**src/rtl/axi_slave_write_control.sv**
```systemverilog
// AXI4 slave write front end: pushes AW/W into channel FIFOs, returns B from the B FIFO.
// Optional macro AXI_SLV_WLAST_CHECK_EN enables the sticky WLAST-vs-beat-count error flag.
module axi_slave_write_control #(
   parameter int ID_WIDTH          = 10,
   parameter int ADDR_WIDTH        = 64,
   parameter int AxLEN_FIELD_WIDTH = 8,
   parameter int Ax_SIZE_WIDTH     = 3,
   parameter int Ax_BURST_WIDTH    = 2,
   parameter int RESP_WIDTH        = 2,
   parameter int MAX_OUTSTANDING   = 4
) (
   input  logic                                   i_clk,
   input  logic                                   i_rst,
   input  logic [ID_WIDTH-1:0]                    i_m_AWID,
   input  logic [ADDR_WIDTH-1:0]                  i_m_AWADDR,
   input  logic [AxLEN_FIELD_WIDTH-1:0]           i_m_AWLEN,
   input  logic [Ax_SIZE_WIDTH-1:0]               i_m_AWSIZE,
   input  logic [Ax_BURST_WIDTH-1:0]              i_m_AWBURST,
   input  logic                                   i_m_AWVALID,
   output logic                                   o_m_AWREADY,
   input  logic                                   i_m_WVALID,
   input  logic                                   i_m_WLAST,
   output logic                                   o_m_WREADY,
   output logic [ID_WIDTH-1:0]                    o_m_BID,
   output logic [RESP_WIDTH-1:0]                  o_m_BRESP,
   output logic                                   o_m_BVALID,
   input  logic                                   i_m_BREADY,
   output logic                                   o_aw_ch_fifo_write_inc,
   output logic [ID_WIDTH+ADDR_WIDTH+AxLEN_FIELD_WIDTH+Ax_SIZE_WIDTH+Ax_BURST_WIDTH-1:0] o_AW_CHANNEL,
   input  logic                                   i_aw_ch_fifo_full,
   output logic                                   o_w_ch_fifo_write_inc,
   input  logic                                   i_w_ch_fifo_full,
   input  logic                                   i_b_ch_fifo_empty,
   input  logic [ID_WIDTH+RESP_WIDTH-1:0]         i_B_CHANNEL,
   output logic                                   o_b_ch_fifo_read_inc,
   output logic                                   o_wlast_err
);

   localparam int OUTST_W = $clog2(MAX_OUTSTANDING + 1);
   localparam logic [OUTST_W-1:0] MAX_OUT = OUTST_W'(MAX_OUTSTANDING);

   typedef enum logic {W_IDLE, W_DATA} w_state_t;

   w_state_t                       state;
   logic [AxLEN_FIELD_WIDTH-1:0]   beat_cnt;
   logic [OUTST_W-1:0]             outst;
   logic                           aw_hs;
   logic                           w_acc;
   logic                           b_hs;
   logic                           b_load;

   assign o_m_AWREADY = ~i_rst & (state == W_IDLE) & ~i_aw_ch_fifo_full & (outst < MAX_OUT);
   assign o_m_WREADY  = ~i_rst & (state == W_DATA) & ~i_w_ch_fifo_full;

   assign aw_hs  = o_m_AWREADY & i_m_AWVALID;
   assign w_acc  = o_m_WREADY & i_m_WVALID;
   assign b_hs   = ~i_rst & o_m_BVALID & i_m_BREADY;
   assign b_load = ~i_rst & (~o_m_BVALID | i_m_BREADY) & ~i_b_ch_fifo_empty;

   assign o_aw_ch_fifo_write_inc = aw_hs;
   assign o_w_ch_fifo_write_inc  = w_acc;
   assign o_b_ch_fifo_read_inc   = b_load;
   assign o_AW_CHANNEL = {i_m_AWID, i_m_AWADDR, i_m_AWLEN, i_m_AWSIZE, i_m_AWBURST};

   // W FSM: beat_cnt holds beats remaining minus one for the burst in flight
   always_ff @(posedge i_clk) begin
      if (i_rst) begin
         state    <= W_IDLE;
         beat_cnt <= '0;
      end else begin
         case (state)
            W_IDLE: begin
               if (aw_hs) begin
                  beat_cnt <= i_m_AWLEN;
                  state    <= W_DATA;
               end
            end
            W_DATA: begin
               if (w_acc) begin
                  if (beat_cnt == '0) state <= W_IDLE;
                  else                beat_cnt <= beat_cnt - 1'b1;
               end
            end
            default: state <= W_IDLE;
         endcase
      end
   end

   // Outstanding count; a B delivered with nothing outstanding leaves it at zero
   always_ff @(posedge i_clk) begin
      if (i_rst) begin
         outst <= '0;
      end else if (aw_hs && !b_hs) begin
         outst <= outst + 1'b1;
      end else if (b_hs && !aw_hs && (outst != '0)) begin
         outst <= outst - 1'b1;
      end
   end

   always_ff @(posedge i_clk) begin
      if (i_rst) begin
         o_m_BVALID <= 1'b0;
         o_m_BID    <= '0;
         o_m_BRESP  <= '0;
      end else if (b_load) begin
         o_m_BVALID <= 1'b1;
         {o_m_BID, o_m_BRESP} <= i_B_CHANNEL;
      end else if (i_m_BREADY) begin
         o_m_BVALID <= 1'b0;
      end
   end

`ifdef AXI_SLV_WLAST_CHECK_EN
   always_ff @(posedge i_clk) begin
      if (i_rst) begin
         o_wlast_err <= 1'b0;
      end else if (w_acc && (i_m_WLAST != (beat_cnt == '0))) begin
         o_wlast_err <= 1'b1;
      end
   end
`else
   wire unused_wlast = i_m_WLAST;
   assign o_wlast_err = 1'b0;
`endif

endmodule

```
**config.mk**
```make
export PLATFORM = sky130hd
export DESIGN_NAME = axi_slave_write_control
export DESIGN_NICKNAME = d
export VERILOG_FILES = /design/src/rtl/axi_slave_write_control.sv
export SDC_FILE = /design/constraint.sdc
export NUM_CORES = 1
export LEC_CHECK = 0
export CORE_ASPECT_RATIO = 0.9
export CORE_UTILIZATION = 31
export DETAILED_ROUTE_END_ITERATION = 10
export HOLD_SLACK_MARGIN = 0.02
export PLACE_DENSITY = 0.88
export SLEW_MARGIN = 25
export SYNTH_ARGS = -nofsm -noshare
export SYNTH_HDL_FRONTEND = slang
export SYNTH_SLANG_ARGS = --single-unit
```
**constraint.sdc**
```tcl
create_clock -name i_clk -period 3.75 [get_ports i_clk]
set_input_delay 0.9375 -clock i_clk [delete_from_list [all_inputs] [get_ports i_clk]]
set_output_delay 0.9375 -clock i_clk [all_outputs]
set_load 0.02 [all_outputs]
```
Word level (Yosys, flattened, before mapping)
Cells that the tools add are included.

Word-level logic and storage cells: 53. Bits of input ports: 108. Output and inout port bits: 106. Bits in registers: 25.

Order comparisons: 1. Mux-type cells: 12. Bitwise logic cells: 18. Reductions and logical operators: 10. Equal/unequal tests: 3. Add/subtract/negate cells: 3.

Operator list (count): 8-bit two-way mux (3); 8-bit one-hot mux with 2 select lines (1); 1-bit AND (11); 8-bit zero test (1); 8-bit by 1-bit subtractor with 8-bit output, second input constant (1); 3-bit two-way mux (2); 2-bit != test, second input constant (3); 1-bit inverter (6); 1-bit two-way mux (5); 2-bit nonzero test (2); 3-bit by 1-bit adder with 3-bit output, second input constant (1); 1-bit logical AND (3); 3-bit less-than comparator, second input constant (1); 3-bit AND reduction (1); 3-bit nonzero test (1); 3-bit by 1-bit subtractor with 3-bit output, second input constant (1); 1-bit zero test (2); 1-bit one-hot mux with 2 select lines (1); 1-bit OR (1).

Logic depth before layout (Yosys ltp)
Gate-level depths: netlist (run 1).

Word-level depth: 10. Gate-level depth with buffers: 7. Mapped depth without buffers: 7.

Least setup slack after synthesis (run 1)
OpenSTA, ideal clock, no wires.

Path type: input port to output port. Start point: input port i_aw_ch_fifo_full. End point: output port o_aw_ch_fifo_write_inc. Arrival: 1.821 ns. Cell stages on the path: 2. Required time: 2.812 ns. Buffers on the path: 0. Path slack: 0.992 ns. Path through: nor4_4 > and2_1.

Word-level cells in the longest chain between the ends: 4.

RTL lines: start: declaration (RTL line 30) `input logic i_aw_ch_fifo_full,`; 1-bit inverter (RTL line 52) `assign o_m_AWREADY = ~i_rst & (state == W_IDLE) & ~i_aw_ch_fifo_full & (outst < MAX_OUT);`; 1-bit AND (2 in a row) (RTL line 52); 1-bit AND (RTL line 55) `assign aw_hs = o_m_AWREADY & i_m_AWVALID;`; end: declaration (RTL line 28) `output logic o_aw_ch_fifo_write_inc,`.

No other way between the ends.

Worst setup path after layout (run 1)
Start point: input port i_rst. End point: output port o_m_AWREADY.

Word-level cells in the longest chain between the ends: 4.

RTL lines: start: declaration (RTL line 13) `input logic i_rst,`; 1-bit inverter (RTL line 52); 1-bit AND (3 in a row) (RTL line 52); end: declaration (RTL line 20) `output logic o_m_AWREADY,`.

No other way between the ends.

==> results of run 1 <==
[logic make-up (layout without fill, tap and decap cells)]
group                    count (synthesis)  count (layout)  share of synthesized area, %
AO/OA/AOI/OAI                           49              49                         17.65
buffers and inverters                  104              70                         36.89
adder cells (fa/ha/maj)                  3               3                         2.286
flip-flops                              25              25                         25.40
AND/OR/NAND/NOR                         57              57                         17.59
other                                    1               1                        0.1903
[state kept, by name, indices dropped and copies added (netlist names)]
signal,count
outst,3
o_m_BID,10
o_m_BVALID,1
state,1
beat_cnt,8
o_m_BRESP,2
[path summary, 6_finish.rpt]
check / start / endpoint / slack, ns / depth (start not counted)
worst max register to register: outst[2] / outst[2] / 1.83 / 8
worst min-delay path: o_m_BID[9] / o_m_BID[9] / 0.47 / 2
worst min register to register: o_m_BID[9] / o_m_BID[9] / 0.47 / 2
worst max-delay path: i_rst / o_m_AWREADY / 0.24 / 4
[synth_stat cells, types with 4 or more instances]
cell type / number
inv_1: 8
o311ai_1: 4
o21ai_1: 7
nand2_1: 14
and3_1: 5
nor3_1: 8
a31oi_1: 4
o21ai_0: 11
buf_4: 89
dfxtp_1: 25
clkbuf_1: 4
a21oi_1: 9
nand2b_1: 10
nor2_1: 5
[area by class of cell]
type                    count  area (um^2)
inverters                   9        33.78
multi-input cells         110        748.2
clock inverters             1        5.005
flip-flops and latches     25        500.5
well taps                  87        108.9
repair buffers             57        560.5
fillers                   647         4116
clock buffers               3        41.29
[critical path: stages]
cell and delay (ns):
clkdlybuf4s50_1 0.55, nor4_4 0.28, buf_4 0.20, clkdlybuf4s50_1 0.60
[metrics by stage]
stage	setup WS [ns]	cells	area [um^2]	utilization, %	hold WS [ns]
2_1_floorplan	0.9919	239	1971	-	0.4608
3_3_place_gp	0.2840	288	1952	31.92	0.4502
4_1_cts	0.2284	292	1998	32.68	0.4772
5_1_grt	0.1812	292	1998	32.68	0.5035
3_5_place_dp	0.2342	288	1952	31.92	0.4592
6_report	0.2374	292	1998	32.68	0.4735
[routing by layer]
layer	GRT usage, %	vias up
met5	0	-
met4	5.167	0
met3	4.468	12
met2	19.52	67
met1	12.38	646
li1	-	651
[power by group]
| group | switching, uW | internal [uW] |
|---|---|---|
| sequential | 16.9 | 285 |
| clock | 91.3 | 74.4 |
| combinational | 88.0 | 89.2 |
| total | 196 | 448 |
==> run metrics, run 1 <==
status finished, final reports clean; clk sinks 25; fmax 284.7 MHz; top cell type's share of synthesized area 33.90%; clk slew on worst S/H paths 0.09 ns; setup_tns 0 ns; root buf cell clkbuf_8; worst-skew pair later-pin latency 0.27 ns; yosys warns 0; worst setup path category input pin to output pin; CTS Hold Bufs 0; Die ar. 6680 um^2; Tmin final 3.513 ns; FFs w/ async S/R, synth 0%; Area Growth Syn to Fin 1.397%; site row count 27; Routed wire per std cell 13.20 um; register bit total from synthesis 25; DRT Wirelength 3.854 mm; metal2 WL 1.877 mm; Peak VDD IR 0.0001293 V; Worst Max-Slew Pin Slew 0.5265 ns; vias in the first global route 1,354; most common cell after layout, fill and taps aside clkdlybuf4s50_1; DRT iter0 DRCs 39; total power 644.8 uW; Synthesized Nets 350; Residual DRC 0; Distinct cells, synth 41; Primary FF master, synth dfxtp_1; CTS tree yes; pin count of the biggest net entering global routing 25; Pre-Repair DR Iteration Count 4; skew final 0.002641 ns; Tot GR Track Use 11.42%; Worst setup SP type input pin; Slew Viols, Final 0; Post-Synthesis Cells 239; antenna viol nets, final 0; post-CTS setup buffers 0; share of layout cells above drive strength 1 10.24%; CTS resizes 0; max-cap violations 0; Required @ worst endpoint 2.81 ns; vias per std cell 4.712; # nets final 317; clock buffer depth 2; sequential-to-total area share from yosys stat 25.40%; pwr/cell area 322.7 nW/um^2; initial core utilization 32.23%; n_diodes 0; initial antenna violation count 0; RD Place Congestion 0.8157; top cells by area, synth buf_4, dfxtp_1, nand2b_1, o21ai_0, nand2_1; first-pass GRT wire length 6.092 mm; M1 WL 1.589 mm; met3 WL post-DR 335 um; RSZ-0062 raised after global routing no; worst-path maximum fanout 7; CTS buffer count 3; Synth Cell Area 1971 um^2; fin crit share 93.67%; Post-synth EDFFs 0; CP Data Arrival Time 2.58 ns; Core Footprint 6115 um^2; Final setup viols 0; Max-slew headroom 64.86%; Die Width 86.04 um; Lkg Pwr 0.0006937 uW; I/O pin count 214; most frequent cells in the layout clkdlybuf4s50_1, dfxtp_1, nand2_1, o21ai_0, nand2b_1; crit end category output pin; post-synth top area cell buf_4; DP HPWL 2.890 mm; height of the die 77.64 um; IO buf count 53; Highest Signal Layer met4; hold crit path type flop to flop; total grt overflow 0; H-tree depth 1; final hold vios 0; synthesized area per cell 8.245 um^2; via count 1,376
No activity file was read; power rests on OpenSTA's default activity.
==> run 2, diff against run 1 <==
--- a/config.mk
+++ b/config.mk
@@ -8,8 +8,9 @@
 export CORE_ASPECT_RATIO = 0.9
 export CORE_UTILIZATION = 31
 export DETAILED_ROUTE_END_ITERATION = 10
+export GPL_TIMING_DRIVEN = 0
 export HOLD_SLACK_MARGIN = 0.02
-export PLACE_DENSITY = 0.88
+export PLACE_DENSITY_LB_ADDON = 0.15
 export SLEW_MARGIN = 25
 export SYNTH_ARGS = -nofsm -noshare
 export SYNTH_HDL_FRONTEND = slang
==> run metrics, run 2 (same netlist as run 1, synthesis figures left out) <==
site row count 27 (unchanged); Tot GR Track Use 15.27% (+3.8 points); antenna viol nets, final 0 (unchanged); H-tree depth 1 (unchanged); via count 2,001 (+45%); Routed wire per std cell 11.60 um (-12%); Die Width 86.04 um (unchanged); DRT iter0 DRCs 78 (+100%); clk slew on worst S/H paths 0.09 ns (about the same); clock buffer depth 2 (unchanged); clk sinks 25 (unchanged); Worst setup SP type input pin; worst setup path category input pin to output pin; most flop-heavy register o_m_BID; final hold vios 0 (unchanged); hold crit path type flop to flop; Required @ worst endpoint 2.81 ns (about the same); worst-path maximum fanout 7 (unchanged); Area Growth Syn to Fin 78.29%; height of the die 77.64 um (unchanged); I/O pin count 214 (unchanged); Peak VDD IR 0.0001377 V (+6.5%); pwr/cell area 245.8 nW/um^2 (-24%); CTS tree yes; pin count of the biggest net entering global routing 14 (-44%); CTS buffer count 3 (unchanged); status finished, final reports clean; vias in the first global route 1,793 (+32%); initial core utilization 32.23% (unchanged); flip-flop count of the largest register after layout 10 (unchanged); DP HPWL 4.470 mm (+55%); root buf cell clkbuf_8; Layout Cells excl Fill 469 (+61%); fin crit share 97.55% (+3.9 points); Core Footprint 6115 um^2 (unchanged); total grt overflow 0 (unchanged); worst-skew pair later-pin latency 0.27 ns (about the same); Cell Count Post-Placement 458 (+59%); n_diodes 0 (unchanged); biggest regs o_m_BID x10, beat_cnt x8, outst x3; share of layout cells above drive strength 1 30.10% (+20 points); IO buf count 132 (+150%); crit end category output pin; Tmin final 3.658 ns (+0.1455 ns); skew final 0.003654 ns (+0.001013 ns); Lkg Pwr 0.001465 uW (+110%); first-pass GRT wire length 8.273 mm (+36%); vias per std cell 4.267 (-9.5%); total power 863.7 uW (+34%); Die ar. 6680 um^2 (unchanged); Residual DRC 0 (unchanged); most frequent cells in the layout clkdlybuf4s50_1, buf_4, dfxtp_1, nand2_1, o21ai_0; # nets final 494 (+56%); max-cap violations 0 (unchanged); Final setup viols 0 (unchanged); fill cell count 574 (-11%); RD Place Congestion 0.7981 (-2.2%); fmax 273.4 MHz (-4.0%); CP Data Arrival Time 2.72 ns (+0.14 ns); setup_tns 0 ns (unchanged); Slew Viols, Final 0 (unchanged); most common cell after layout, fill and taps aside clkdlybuf4s50_1; WHS 0.4759 ns (+0.002321 ns); DRT Wirelength 5.441 mm (+41%); initial antenna violation count 0 (unchanged); Pre-Repair DR Iteration Count 4 (unchanged)
## run 2: final cells by class
type	instances	area, um^2	area share, %
inverters	9	33.78	0.9615
repair buffers	139	1374	39.10
multi-input cells	110	754.5	21.47
plain buffers	95	696.9	19.84
clock buffers	4	45.04	1.282
flip-flops and latches	25	500.5	14.25
well taps	87	108.9	3.098
## run 2: final timing paths
check / startpoint / end / slack, ns / cells after the start
worst max-delay path: i_rst / o_aw_ch_fifo_write_inc / 0.09 / 4
worst max register to register: outst[2] / outst[2] / 1.67 / 9
worst min-delay path: o_m_BID[8] / o_m_BID[8] / 0.48 / 2
worst min register to register: o_m_BID[8] / o_m_BID[8] / 0.48 / 2
## run 2: through the flow
stage                     cell area [um^2]  setup slack [ns]  utilization, %
after floorplan                       1971            0.9919               -
after global placement                3401           -0.2512           55.62
after detailed placement              3401           -0.2783           55.62
after CTS                             3458          0.002014           56.56
after global routing                  3513         -0.005868           57.46
final                                 3513           0.09190           57.46
## run 2: power breakdown
| group | total [uW] | internal (uW) | switching [uW] | leakage, uW |
|---|---|---|---|---|
| Combinational | 400 | 224 | 176 | 0.00124 |
| Sequential | 300 | 285 | 15.4 | 0.000206 |
| Clock | 164 | 76.2 | 87.5 | 0.0000228 |
| Total | 864 | 585 | 279 | 0.00147 |
## run 2: worst max-delay path: stages
cell	delay, ns
clkdlybuf4s50_1	0.57
nor4_4	0.39
and2_1	0.21
clkdlybuf4s50_1	0.62
## run 2: routing by layer
layer / GRT usage [%] / vias to the layer above / wire (um)
met4: 2.500 / 0 / 28
li1: - / 1014 / -
met1: 18.65 / 879 / 2225
met3: 3.936 / 5 / 403
met5: 0 / - / 0
met2: 27.14 / 103 / 2783
## run 2: repair_timing
item / in CTS / in global routing
setup endpoints to repair: 1 / 2
pin swaps: 1 / 2
setup buffers: 0 / 7
hold buffers: 0 / 0
gates resized for setup: 3 / 1
hold endpoints to repair: 0 / 0
